`src/rtl/rotate_right_iter.sv`:
```
// Iterative 16-bit right rotate / logical / arithmetic shifter.
// One log-shifter stage per clock, fixed four-cycle latency.
module rotate_right_iter (
    input  logic        clk,
    input  logic        rst,
    input  logic        start,
    input  logic [15:0] In,
    input  logic [3:0]  Cnt,
    input  logic [1:0]  Op,
    output logic [15:0] Out,
    output logic        busy,
    output logic        done
);

    typedef enum logic [1:0] {
        IDLE  = 2'd0,
        SHIFT = 2'd1,
        DONE  = 2'd2
    } state_t;

    state_t      state_q, state_d;
    logic [15:0] w_q, w_d;
    logic [3:0]  c_q, c_d;
    logic [1:0]  p_q, p_d;
    logic [1:0]  s_q, s_d;
    logic [15:0] out_q, out_d;

    logic [3:0]  amt;
    logic [31:0] rot_wide;
    logic [15:0] srl_res;
    logic [15:0] sra_res;
    logic [15:0] stage_res;

    // Stage S moves W by 2^S when bit S of the amount is set.
    always_comb begin
        amt       = 4'd1 << s_q;
        rot_wide  = {w_q, w_q} >> amt;
        srl_res   = w_q >> amt;
        sra_res   = $signed(w_q) >>> amt;
        stage_res = w_q;
        if (c_q[s_q]) begin
            unique case (p_q)
                2'b01:   stage_res = srl_res;
                2'b10:   stage_res = sra_res;
                default: stage_res = rot_wide[15:0];
            endcase
        end
    end

    always_comb begin
        state_d = state_q;
        w_d     = w_q;
        c_d     = c_q;
        p_d     = p_q;
        s_d     = s_q;
        out_d   = out_q;
        unique case (state_q)
            IDLE, DONE: begin
                if (start) begin
                    w_d     = In;
                    c_d     = Cnt;
                    p_d     = Op;
                    s_d     = 2'd0;
                    state_d = SHIFT;
                end else begin
                    state_d = IDLE;
                end
            end
            SHIFT: begin
                w_d = stage_res;
                s_d = s_q + 2'd1;
                if (s_q == 2'd3) begin
                    out_d   = stage_res;
                    state_d = DONE;
                end
            end
            default: state_d = IDLE;
        endcase
    end

    always_ff @(posedge clk or posedge rst) begin
        if (rst) begin
            state_q <= IDLE;
            w_q     <= 16'h0000;
            c_q     <= 4'd0;
            p_q     <= 2'd0;
            s_q     <= 2'd0;
            out_q   <= 16'h0000;
        end else begin
            state_q <= state_d;
            w_q     <= w_d;
            c_q     <= c_d;
            p_q     <= p_d;
            s_q     <= s_d;
            out_q   <= out_d;
        end
    end

    assign Out  = out_q;
    assign busy = (state_q == SHIFT);
    assign done = (state_q == DONE);

endmodule

```
`config.mk`:
```
export PLATFORM = sky130hd
export DESIGN_NAME = rotate_right_iter
export DESIGN_NICKNAME = d
export VERILOG_FILES = /design/src/rtl/rotate_right_iter.sv
export SDC_FILE = /design/constraint.sdc
export NUM_CORES = 1
export LEC_CHECK = 0
export BUFFER_PORTS_ARGS = -buffer_cell sky130_fd_sc_hd__buf_2
export CAP_MARGIN = 0
export CORE_AREA = 2 2 112 114
export CTS_BUF_LIST = sky130_fd_sc_hd__clkbuf_8
export DETAILED_ROUTE_END_ITERATION = 7
export DIE_AREA = 0 0 114 116
export PLACE_DENSITY = 0.58
export SLEW_MARGIN = 10
export SYNTH_ARGS = -nofsm -noshare
export SYNTH_HDL_FRONTEND = slang
export SYNTH_SLANG_ARGS = --single-unit
export TNS_END_PERCENT = 20
```
`constraint.sdc`:
```
create_clock -name clk -period 5.2 [get_ports clk]
set_clock_uncertainty 0.1 [all_clocks]
set_input_delay 0.26 -clock clk [delete_from_list [all_inputs] [get_ports clk]]
set_output_delay 0.26 -clock clk [all_outputs]
set_load 0.02 [all_outputs]
```
== After elaboration in Yosys (flattened, before gate mapping) ==
Index checks and enable logic that the tools add are counted.
Widths: inputs -> output; s select.

* Output and inout bits: 18
* Register bits after elaboration: 42
* Logic and storage cells: 36
* Bits of input ports: 25

* $lt $le $gt $ge: 1
* Equal/unequal tests: 7
* Muxes and demuxes: 11
* Reduce and logical (&&, ||, !) cells: 6
* Shift operators: 4
* Add/subtract/negate cells: 1

{| class="wikitable"
|+ Operators with widths
! kind !! count
|-
| $pmux 16 s2 || 2
|-
| $mux 16 || 2
|-
| $shr 32x4->16 || 1
|-
| $shr 16x4->16 || 1
|-
| $sshr 16x4->16 || 1
|-
| $pmux 2 s2 || 2
|-
| $eq 2x2->1 const B || 3
|-
| $reduce_and 2->1 || 3
|-
| $eq 2x1->1 const B || 2
|-
| $mux 2 || 2
|-
| $shl 1x2->4 const A || 1
|-
| $lt 2x3->1 const B || 1
|-
| $add 2x1->2 const B || 1
|-
| $bmux 1 s2 || 1
|-
| $logic_not 2->1 || 1
|-
| $mux 1 || 2
|-
| $ne 2x1->1 const B || 1
|-
| $ne 2x2->1 const B || 1
|-
| $reduce_bool 2->1 || 1
|-
| $reduce_or 2->1 || 1
|}

== Logic depth before layout (Yosys ltp) ==
Gate-level depths: netlist of run 1.

* Word-level depth: 5
* Gate-level depth with buffers: 10
* Depth with buffers taken out: 8

== Worst setup path before layout of run 1 ==
OpenSTA, ideal clock, no wires.

* Path kind: reg-to-reg
* Start point: reg s_q[0]
* End point: reg w_q[6]
* Data required time: 4974 ps
* Clock period less this slack: 2407 ps
* Slack: 2793 ps
* Setup time: 126 ps
* Stages on the path, launching flop included: 11
* Buffers on the path: 2
* Arrival time: 2181 ps
* Path through: dfrtp_1 -> inv_1 -> ha_1 -> buf_6 -> buf_6 -> nor3_1 -> mux2i_1 -> nor2_1 -> a311oi_2 -> a21oi_1 -> a221o_1

* Cells in the longest elaborated chain, start to end: 5
* Elaborated cells on any way between the ends: 9
* Those cells by class: 4 x shift; 5 x mux

{| class="wikitable"
|+ RTL lines
! element !! RTL line !! text
|-
| from (decl) || 25 || <nowiki>logic [1:0] s_q, s_d;</nowiki>
|-
| from (signal assigned) || 87 || <nowiki>s_q <= 2'd0;</nowiki>
|-
| from (signal assigned) || 94 || <nowiki>s_q <= s_d;</nowiki>
|-
| $shl 1x2->4 || 36 || <nowiki>amt = 4'd1 << s_q;</nowiki>
|-
| $shr 32x4->16, or another cell as far along || 37 || <nowiki>rot_wide = {w_q, w_q} >> amt;</nowiki>
|-
| $pmux 16 s2 || 42 || <nowiki>unique case (p_q)</nowiki>
|-
| $mux 16 (*) || 41 || <nowiki>if (c_q[s_q]) begin</nowiki>
|-
| $pmux 16 s2 (*) || 57 || <nowiki>unique case (state_q)</nowiki>
|-
| to (signal assigned) || 91 || <nowiki>w_q <= w_d;</nowiki>
|-
| to (decl) || 22 || <nowiki>logic [15:0] w_q, w_d;</nowiki>
|}

Mark *: on every way between the ends. The rest lies on a longest branch, timed or not. The select of a mux whose other input is x is not followed.
A chain may end at the register's enable or synchronous reset.

== Final worst setup path of run 1 ==
* Start point: reg s_q[0]
* End point: reg out_q[3] (netlist: Out[3])

* Cells in the longest elaborated chain, start to end: 4
* Elaborated cells on any way between the ends: 10
* Those cells by class: 1 x eq/ne; 4 x shift; 4 x mux; 1 x reduce/logical

{| class="wikitable"
|+ RTL lines
! element !! RTL line !! text
|-
| $shl 1x2->4 || 36 ||
|-
| $shr 32x4->16, or another cell as far along || 37 ||
|-
| $pmux 16 s2 || 42 ||
|-
| $mux 16 || 41 ||
|-
| to (signal assigned) || 95 || <nowiki>out_q <= out_d;</nowiki>
|-
| to (decl) || 26 || <nowiki>logic [15:0] out_q, out_d;</nowiki>
|}

Several ways; a longest one is shown, not always the timed one. The select of a mux whose other input is x is not followed.

==> results of run 1 <==
-- flip-flops by register name (all words and copies together) (netlist names) --
register	flops
s_q	2
c_q	4
state_q	2
w_q	16
Out	16
p_q	2
-- layer usage --
metal	vias up	global-route usage, %	part of all wire [%]
met3	20	1.935	6.3
met2	164	31.59	47
met1	1716	26.32	44
met4	0	7.724	2.1
li1	1603	-	-
met5	-	0	0
-- how the worst max path moves through the flow --
stage / startpoint / to / slack (ns) / cells past startpoint
finish: s_q[0] / Out[3] / 1.86 / 8
CTS: s_q[0] / Out[3] / 1.96 / 8
floorplan: s_q[0] / w_q[6] / 2.79 / 10
detailed placement: s_q[0] / Out[3] / 2.06 / 8
global route: s_q[0] / w_q[3] / 1.73 / 8
global placement: s_q[0] / Out[3] / 2.04 / 8
-- through the flow --
stage | util [%] | worst slack, ns | cells
5_1_grt | 32.99 | 1.726 | 592
4_1_cts | 32.99 | 1.955 | 592
2_1_floorplan | - | 2.793 | 418
3_3_place_gp | 31.99 | 2.040 | 583
3_5_place_dp | 31.99 | 2.061 | 583
6_report | 32.99 | 1.860 | 592
-- cells by family after synthesis --
group                    synth area share, %
AND/OR/NAND/NOR                        16.74
AO/OA/AOI/OAI                          24.71
buffers and inverters                  6.896
multiplexers                           19.66
flip-flops                             29.86
adder cells (fa/ha/maj)                2.133
-- synth_stat cells (6+ instances only) --
| library cell | count |
|---|---|
| sky130_fd_sc_hd__nand2_1 | 51 |
| sky130_fd_sc_hd__dfrtp_1 | 42 |
| sky130_fd_sc_hd__mux2i_1 | 35 |
| sky130_fd_sc_hd__o21ai_0 | 35 |
| sky130_fd_sc_hd__a21oi_1 | 31 |
| sky130_fd_sc_hd__nor2_1 | 24 |
| sky130_fd_sc_hd__clkbuf_1 | 16 |
| sky130_fd_sc_hd__mux2_2 | 15 |
| sky130_fd_sc_hd__nor3_1 | 13 |
| sky130_fd_sc_hd__buf_2 | 11 |
| sky130_fd_sc_hd__inv_1 | 10 |
| sky130_fd_sc_hd__nand3_1 | 10 |
| sky130_fd_sc_hd__a31oi_1 | 7 |
| sky130_fd_sc_hd__mux4_2 | 7 |
| sky130_fd_sc_hd__nand2b_1 | 7 |
| sky130_fd_sc_hd__o211ai_1 | 7 |
| sky130_fd_sc_hd__o22ai_1 | 7 |
| sky130_fd_sc_hd__a211oi_1 | 6 |
| sky130_fd_sc_hd__and3_1 | 6 |
| sky130_fd_sc_hd__ha_1 | 6 |
| sky130_fd_sc_hd__nor2b_1 | 6 |
-- layout make-up --
class | instances | area [µm²] | area share, %
Tap cell | 147 | 183.9 | 4.680
Timing Repair Buffer | 54 | 302.8 | 7.705
Sequential cell | 42 | 1051 | 26.74
Clock inverter | 3 | 41.29 | 1.051
Multi-Input combinational cell | 326 | 2226 | 56.64
Inverter | 15 | 56.30 | 1.433
Clock buffer | 5 | 68.82 | 1.751
-- layout by cell type, fill, tap and decap left out, drive strengths merged, types with 11 or more instances in the layout --
cell type  netlist  routed
buf             19      53
nand2           51      51
dfrtp           42      42
o21ai           38      38
mux2i           35      35
a21oi           31      31
nor2            25      25
mux2            16      16
nor3            13      13
inv             11      11
-- worst max-delay path, stage by stage, from the launching register on --
cell and delay [ns]:
sky130_fd_sc_hd__dfrtp_1 0.49, sky130_fd_sc_hd__inv_1 0.14, sky130_fd_sc_hd__ha_1 0.49, sky130_fd_sc_hd__mux2i_1 0.91, sky130_fd_sc_hd__mux2i_1 0.27, sky130_fd_sc_hd__a211oi_1 0.35, sky130_fd_sc_hd__a31oi_1 0.15, sky130_fd_sc_hd__mux2i_1 0.23
sky130_fd_sc_hd__o21ai_0 0.09
==> metrics.log, run 1 <==
INFO  metric worstHoldPathType = in2reg
INFO  metric final_layout_size_suffix_gt1_share = between 20% and 30%
INFO  metric initial_antenna_violation_count = 0
INFO  metric cts_inserted_buffers = 5
INFO  metric synth_edf_count = 0
INFO  metric min_to = c_q[0]
INFO  metric gr-total-overflow = 0
INFO  metric cp-end-kind = flop
INFO  metric die_area = ~13000 µm²
INFO  metric die-height = approximately 120 µm
INFO  metric yosys_warnings = 0
INFO  metric synth-seq-area-share = between 20% and 30%
INFO  metric syn_nets = 449
INFO  metric insertion_delay = approximately 0.32 ns
INFO  metric syn_to_final_growth = 11.66%
INFO  metric ant_nets = 0
INFO  metric worst-slew-pin-transition = roughly 1 ns
INFO  metric synthTopCellsByArea = sky130_fd_sc_hd__dfrtp_1 30%, sky130_fd_sc_hd__mux2i_1 10%, sky130_fd_sc_hd__nand2_1 5.4%
INFO  metric largest_net_degree_at_the_start_of_global_routing = 43
INFO  metric timing.setup.tns = 0 ns
INFO  metric whs_path_depth = 3
INFO  metric final.hold.worst_slack = between 0.03 and 0.04 ns
INFO  metric drt-total-wl = approximately 13000 µm
INFO  metric row_count = 40
INFO  metric post_dp_cell_area = ~3800 µm²
INFO  metric mappedNetlistArea = 3520 µm²
INFO  metric cts_resized = 0
INFO  metric regToRegSetupSlack = roughly 1.9 ns
INFO  metric ys_ff_latch = 42
INFO  metric floorplan.core_area = approximately 12000 µm²
INFO  metric die_x = between 100 and 150 µm
INFO  metric route.detailed.wl_per_inst = about 21 µm
INFO  metric status = finished, final reports clean
INFO  metric timing.final.max_slew_violations = 0
INFO  metric synthDominantCellAreaShare = about 30%
INFO  metric detailedRoute.firstIterationViolations = around 310
INFO  metric first_global_vias = approximately 3400
INFO  metric post-route-min-period = approximately 3.3 ns
INFO  metric worst_slew_margin_rel = 29.63%
INFO  metric achievable-frequency = 299.4 MHz
INFO  metric cts_setup_buffers = 0
INFO  metric routabilityCongestion = roughly 1
INFO  metric synth.lib_cells_used.distinct = between 60 and 70
INFO  metric detailedPlacementHpwl = 8890 µm
INFO  metric num-fill-cells = about 1300
INFO  metric grt_setup_unrepaired = false
INFO  metric via_per_inst = roughly 5.9
INFO  metric tritoncts = done
INFO  metric postCtsHoldBufs = 1
INFO  metric clock-root-buffer = sky130_fd_sc_hd__clkbuf_8
INFO  metric r2r-end = Out[3]
INFO  metric ys_async_sr_fraction = between 90% and 100%
INFO  metric finalSetupViolCount = 0
INFO  metric timing.rr.start = s_q[0]
INFO  metric cp_data_required_time = around 5.3 ns
INFO  metric max_cap_violations = 0
INFO  metric cts.sinks = 42
INFO  metric dominantRegCellSynth = sky130_fd_sc_hd__dfrtp_1
INFO  metric floorplan.io_pins = 43
INFO  metric vias = ~3500
INFO  metric htreeDepth = 2
INFO  metric library_cell_with_the_largest_summed_area_after_synthesis = sky130_fd_sc_hd__dfrtp_1
INFO  metric design.final.nets = between 400 and 500
INFO  metric path_max_fanout = 10
INFO  metric startpoint_type = flop
INFO  metric min-delay-start = Cnt[0]
INFO  metric gr-usage-all-layers = between 10% and 20%
INFO  metric drtPass1Iterations = 5
INFO  metric worstSetupPathType = reg2reg
INFO  metric syn_inst = 418
INFO  metric remaining_drc_errors = 0
INFO  metric syn_area_per_cell = 8.420 µm²
INFO  metric grt_first_pass_wirelength = 19470 µm
INFO  metric final_report_hold_violation_count = 0
INFO  metric place.port_buffers = 42
INFO  metric path_clk_slew = ~0.10 ns
INFO  metric ff2ff_path_depth = 8
INFO  metric clock_tree_buffer_depth = 2
INFO  metric insertedDiodeCount = 0
INFO  metric final_area = just under 4000 µm²
INFO  metric final.period_utilization = approximately 64%
INFO  metric arrival = around 3.5 ns
INFO  metric initial_core_util = between 20% and 30%
Power of run 1 is left out: the tool's default activity adds up to more than one toggle a clock period on the data nets, which glitch-free logic cannot reach.
==> run 2: changes to the inputs <==
--- a/config.mk
+++ b/config.mk
@@ -11,7 +11,7 @@
 export CTS_BUF_LIST = sky130_fd_sc_hd__clkbuf_8
 export DETAILED_ROUTE_END_ITERATION = 7
 export DIE_AREA = 0 0 114 116
-export PLACE_DENSITY = 0.58
+export PLACE_DENSITY = 0.6
 export SLEW_MARGIN = 10
 export SYNTH_ARGS = -nofsm -noshare
 export SYNTH_HDL_FRONTEND = slang
==> constraint.sdc (replaced) <==
create_clock -name clk -period 2.8 [get_ports clk]
set_clock_uncertainty 0.1 [all_clocks]
set_input_delay 0.14 -clock clk [delete_from_list [all_inputs] [get_ports clk]]
set_output_delay 0.14 -clock clk [all_outputs]
set_load 0.02 [all_outputs]
==> run 2 against run 1 <==
Compared with the run above: the flow now finishes with violations (hold timing); final cell count up 7.6%; sequential share of layout area fell by 2.6 points; register-to-register slack got worse by 1.8 ns; via count grew 4.4%.
==> metrics.log, run 2 (synthesized netlist as in run 1, its figures left out) <==
INFO  metric status = finished, violations left
INFO  metric violations_in_the_final_reports = hold timing
INFO  metric sequential_cell_area = 1051 µm² (unchanged)
INFO  metric final.period_utilization = 96.75% (+33 points)
INFO  metric detailedPlacementHpwl = 10220 µm (+15%)
INFO  metric htreeDepth = 2 (unchanged)
INFO  metric grt_first_pass_wirelength = 20640 µm (+6.0%)
INFO  metric final_report_hold_violation_count = 1 (+1)
INFO  metric grt_setup_unrepaired = true
INFO  metric die_x = 114 µm (unchanged)
INFO  metric via_per_inst = 5.741 (-3.0%)
INFO  metric final_critical_path_setup_slack = 0.09101 ns (-1.769 ns)
INFO  metric routabilityCongestion = 0.9829 (-1.7%)
INFO  metric cts.sinks = 42 (unchanged)
INFO  metric design.final.nets = 520 (+9.5%)
INFO  metric die-height = 116 µm (unchanged)
INFO  metric insertion_delay = 0.31 ns (about the same)
INFO  metric num-fill-cells = 1244 (-1.9%)
INFO  metric vias = 3657 (+4.4%)
INFO  metric preCtsSetupSlack = -0.02897 ns (-2.090 ns)
INFO  metric path_clk_slew = 0.09 ns (about the same)
INFO  metric timing.final.max_slew_violations = 0 (unchanged)
INFO  metric ant_nets = 0 (unchanged)
INFO  metric final_area = 4359 µm² (+11%)
INFO  metric worst_slew_margin_rel = 39.36% (+9.7 points)
INFO  metric cts_inserted_buffers = 5 (unchanged)
INFO  metric floorplan.io_pins = 43 (unchanged)
INFO  metric worst-slew-pin-transition = 0.9096 ns (-0.1165 ns)
INFO  metric crit_path_max_incr_delay = 0.44 ns (-0.47 ns)
INFO  metric multi_input_area = 2240 µm² (+0.62%)
INFO  metric clock_tree_buffer_depth = 2 (unchanged)
INFO  metric achievable-frequency = 369.1 MHz (+23%)
INFO  metric most_frequent_cells_in_the_layout = 51 x sky130_fd_sc_hd__nand2_1, 42 x sky130_fd_sc_hd__dfrtp_1, 42 x sky130_fd_sc_hd__buf_2, 40 x sky130_fd_sc_hd__buf_4
INFO  metric worstHoldPathType = in2reg
INFO  metric startpoint_type = flop
INFO  metric post_place_cells = 613 (+5.1%)
INFO  metric layout_commonest_cell = sky130_fd_sc_hd__nand2_1
INFO  metric final.hold.worst_slack = -0.0008426 ns (-0.03543 ns)
INFO  metric worstPathCellList = inv_1, ha_2, buf_4, or4b_1, o211ai_1, a21oi_1, a31oi_1, buf_4, a21oi_1, o21ai_0
INFO  metric drt-total-wl = 13400 µm (+7.2%)
INFO  metric arrival = 2.84 ns (-0.61 ns)
INFO  metric row_count = 40 (unchanged)
INFO  metric place.port_buffers = 42 (unchanged)
INFO  metric initial_core_util = 29.55% (unchanged)
INFO  metric path_max_fanout = 12 (+2)
INFO  metric floorplan.core_area = 11910 µm² (unchanged)
INFO  metric cts_setup_buffers = 0 (unchanged)
INFO  metric gr-usage-all-layers = 20.70% (+1.4 points)
INFO  metric tritoncts = done
INFO  metric final_layout_size_suffix_gt1_share = 25.31% (+5.3 points)
INFO  metric route.detailed.wl_per_inst = 21.03 µm (-0.39%)
INFO  metric gr-total-overflow = 0 (unchanged)
INFO  metric die_area = 13220 µm² (unchanged)
INFO  metric syn_to_final_growth = 23.85%
INFO  metric largest_net_degree_at_the_start_of_global_routing = 43 (unchanged)
INFO  metric initial_antenna_violation_count = 0 (unchanged)
INFO  metric clock-root-buffer = sky130_fd_sc_hd__clkbuf_8
INFO  metric worstSetupPathType = reg2reg
INFO  metric first_global_vias = 3520 (+4.3%)
INFO  metric cp-end-kind = flop
INFO  metric max_cap_violations = 0 (unchanged)
INFO  metric post-route-min-period = 2.709 ns (-0.6311 ns)
INFO  metric finalSetupViolCount = 0 (unchanged)
INFO  metric cp_data_required_time = 2.93 ns (-2.38 ns)
INFO  metric remaining_drc_errors = 0 (unchanged)
INFO  metric detailedRoute.firstIterationViolations = 372 (+19%)
INFO  metric post_dp_cell_area = 4048 µm² (+6.2%)
INFO  metric insertedDiodeCount = 0 (unchanged)
INFO  metric drtPass1Iterations = 5 (unchanged)
INFO  metric final-instance-count-excl-fill = 637 (+7.6%)
INFO  metric cpMaxStageDelayCell = sky130_fd_sc_hd__or4b_1
## run 2: path summary, 6_finish.rpt
kind | startpoint | end | slack (ns) | cells past startpoint
setup reg to reg | s_q[1] | Out[7] | 0.09 | 10
setup / recovery | s_q[1] | Out[7] | 0.09 | 10
min in group asynchronous | rst | Out[4] | 0.40 | 4
hold reg to reg | Out[15] | Out[15] | 0.38 | 2
hold / removal | In[5] | w_q[5] | -0.0008 | 3
max in group asynchronous | rst | w_q[3] | 1.83 | 4
## run 2: layer usage
metal / up-vias / global-route usage [%] / part of all wire, % / wire, µm
met5: - / 0 / 0 / 0
met1: 1774 / 28.61 / 44 / 5920
met4: 0 / 6.748 / 3.1 / 413
li1: 1696 / - / - / -
met3: 33 / 2.040 / 5.3 / 711
met2: 154 / 34.21 / 47 / 6354
## run 2: final cells by class
class                   count  share of cell area (%)
repair buffers             99                   15.84
clock inverters             3                   1.579
inverters                  15                   1.292
multi-input cells         326                   51.38
clock buffers               5                   1.579
well taps                 147                   4.219
flip-flops and latches     42                   24.11
## run 2: worst max-delay path: cells and delay by family (launching register included)
kind | cells | cell delay [ns]
AO/OA/AOI/OAI | 5 | 0.78
buffers and inverters | 3 | 0.52
AND/OR/NAND/NOR | 1 | 0.44
adder cells (fa/ha/maj) | 1 | 0.40
flip-flops | 1 | 0.38
## run 2: what timing repair did
item                                    CTS  global route
endpoints found under the hold margin    57             0
pin swaps                                 0             0
endpoints found under the setup margin    4             8
gates resized for setup                   2             3
hold buffers                             16             0
## run 2: metrics by stage
| step | util, % | setup TNS [ns] |
|---|---|---|
| CTS | 36.52 | 0 |
| floorplan | - | 0 |
| global route | 36.60 | -0.08191 |
| global placement | 33.98 | 0 |
| finish | 36.60 | 0 |
| detailed placement | 33.98 | -0.05357 |
Power of run 2 is left out for the same reason.
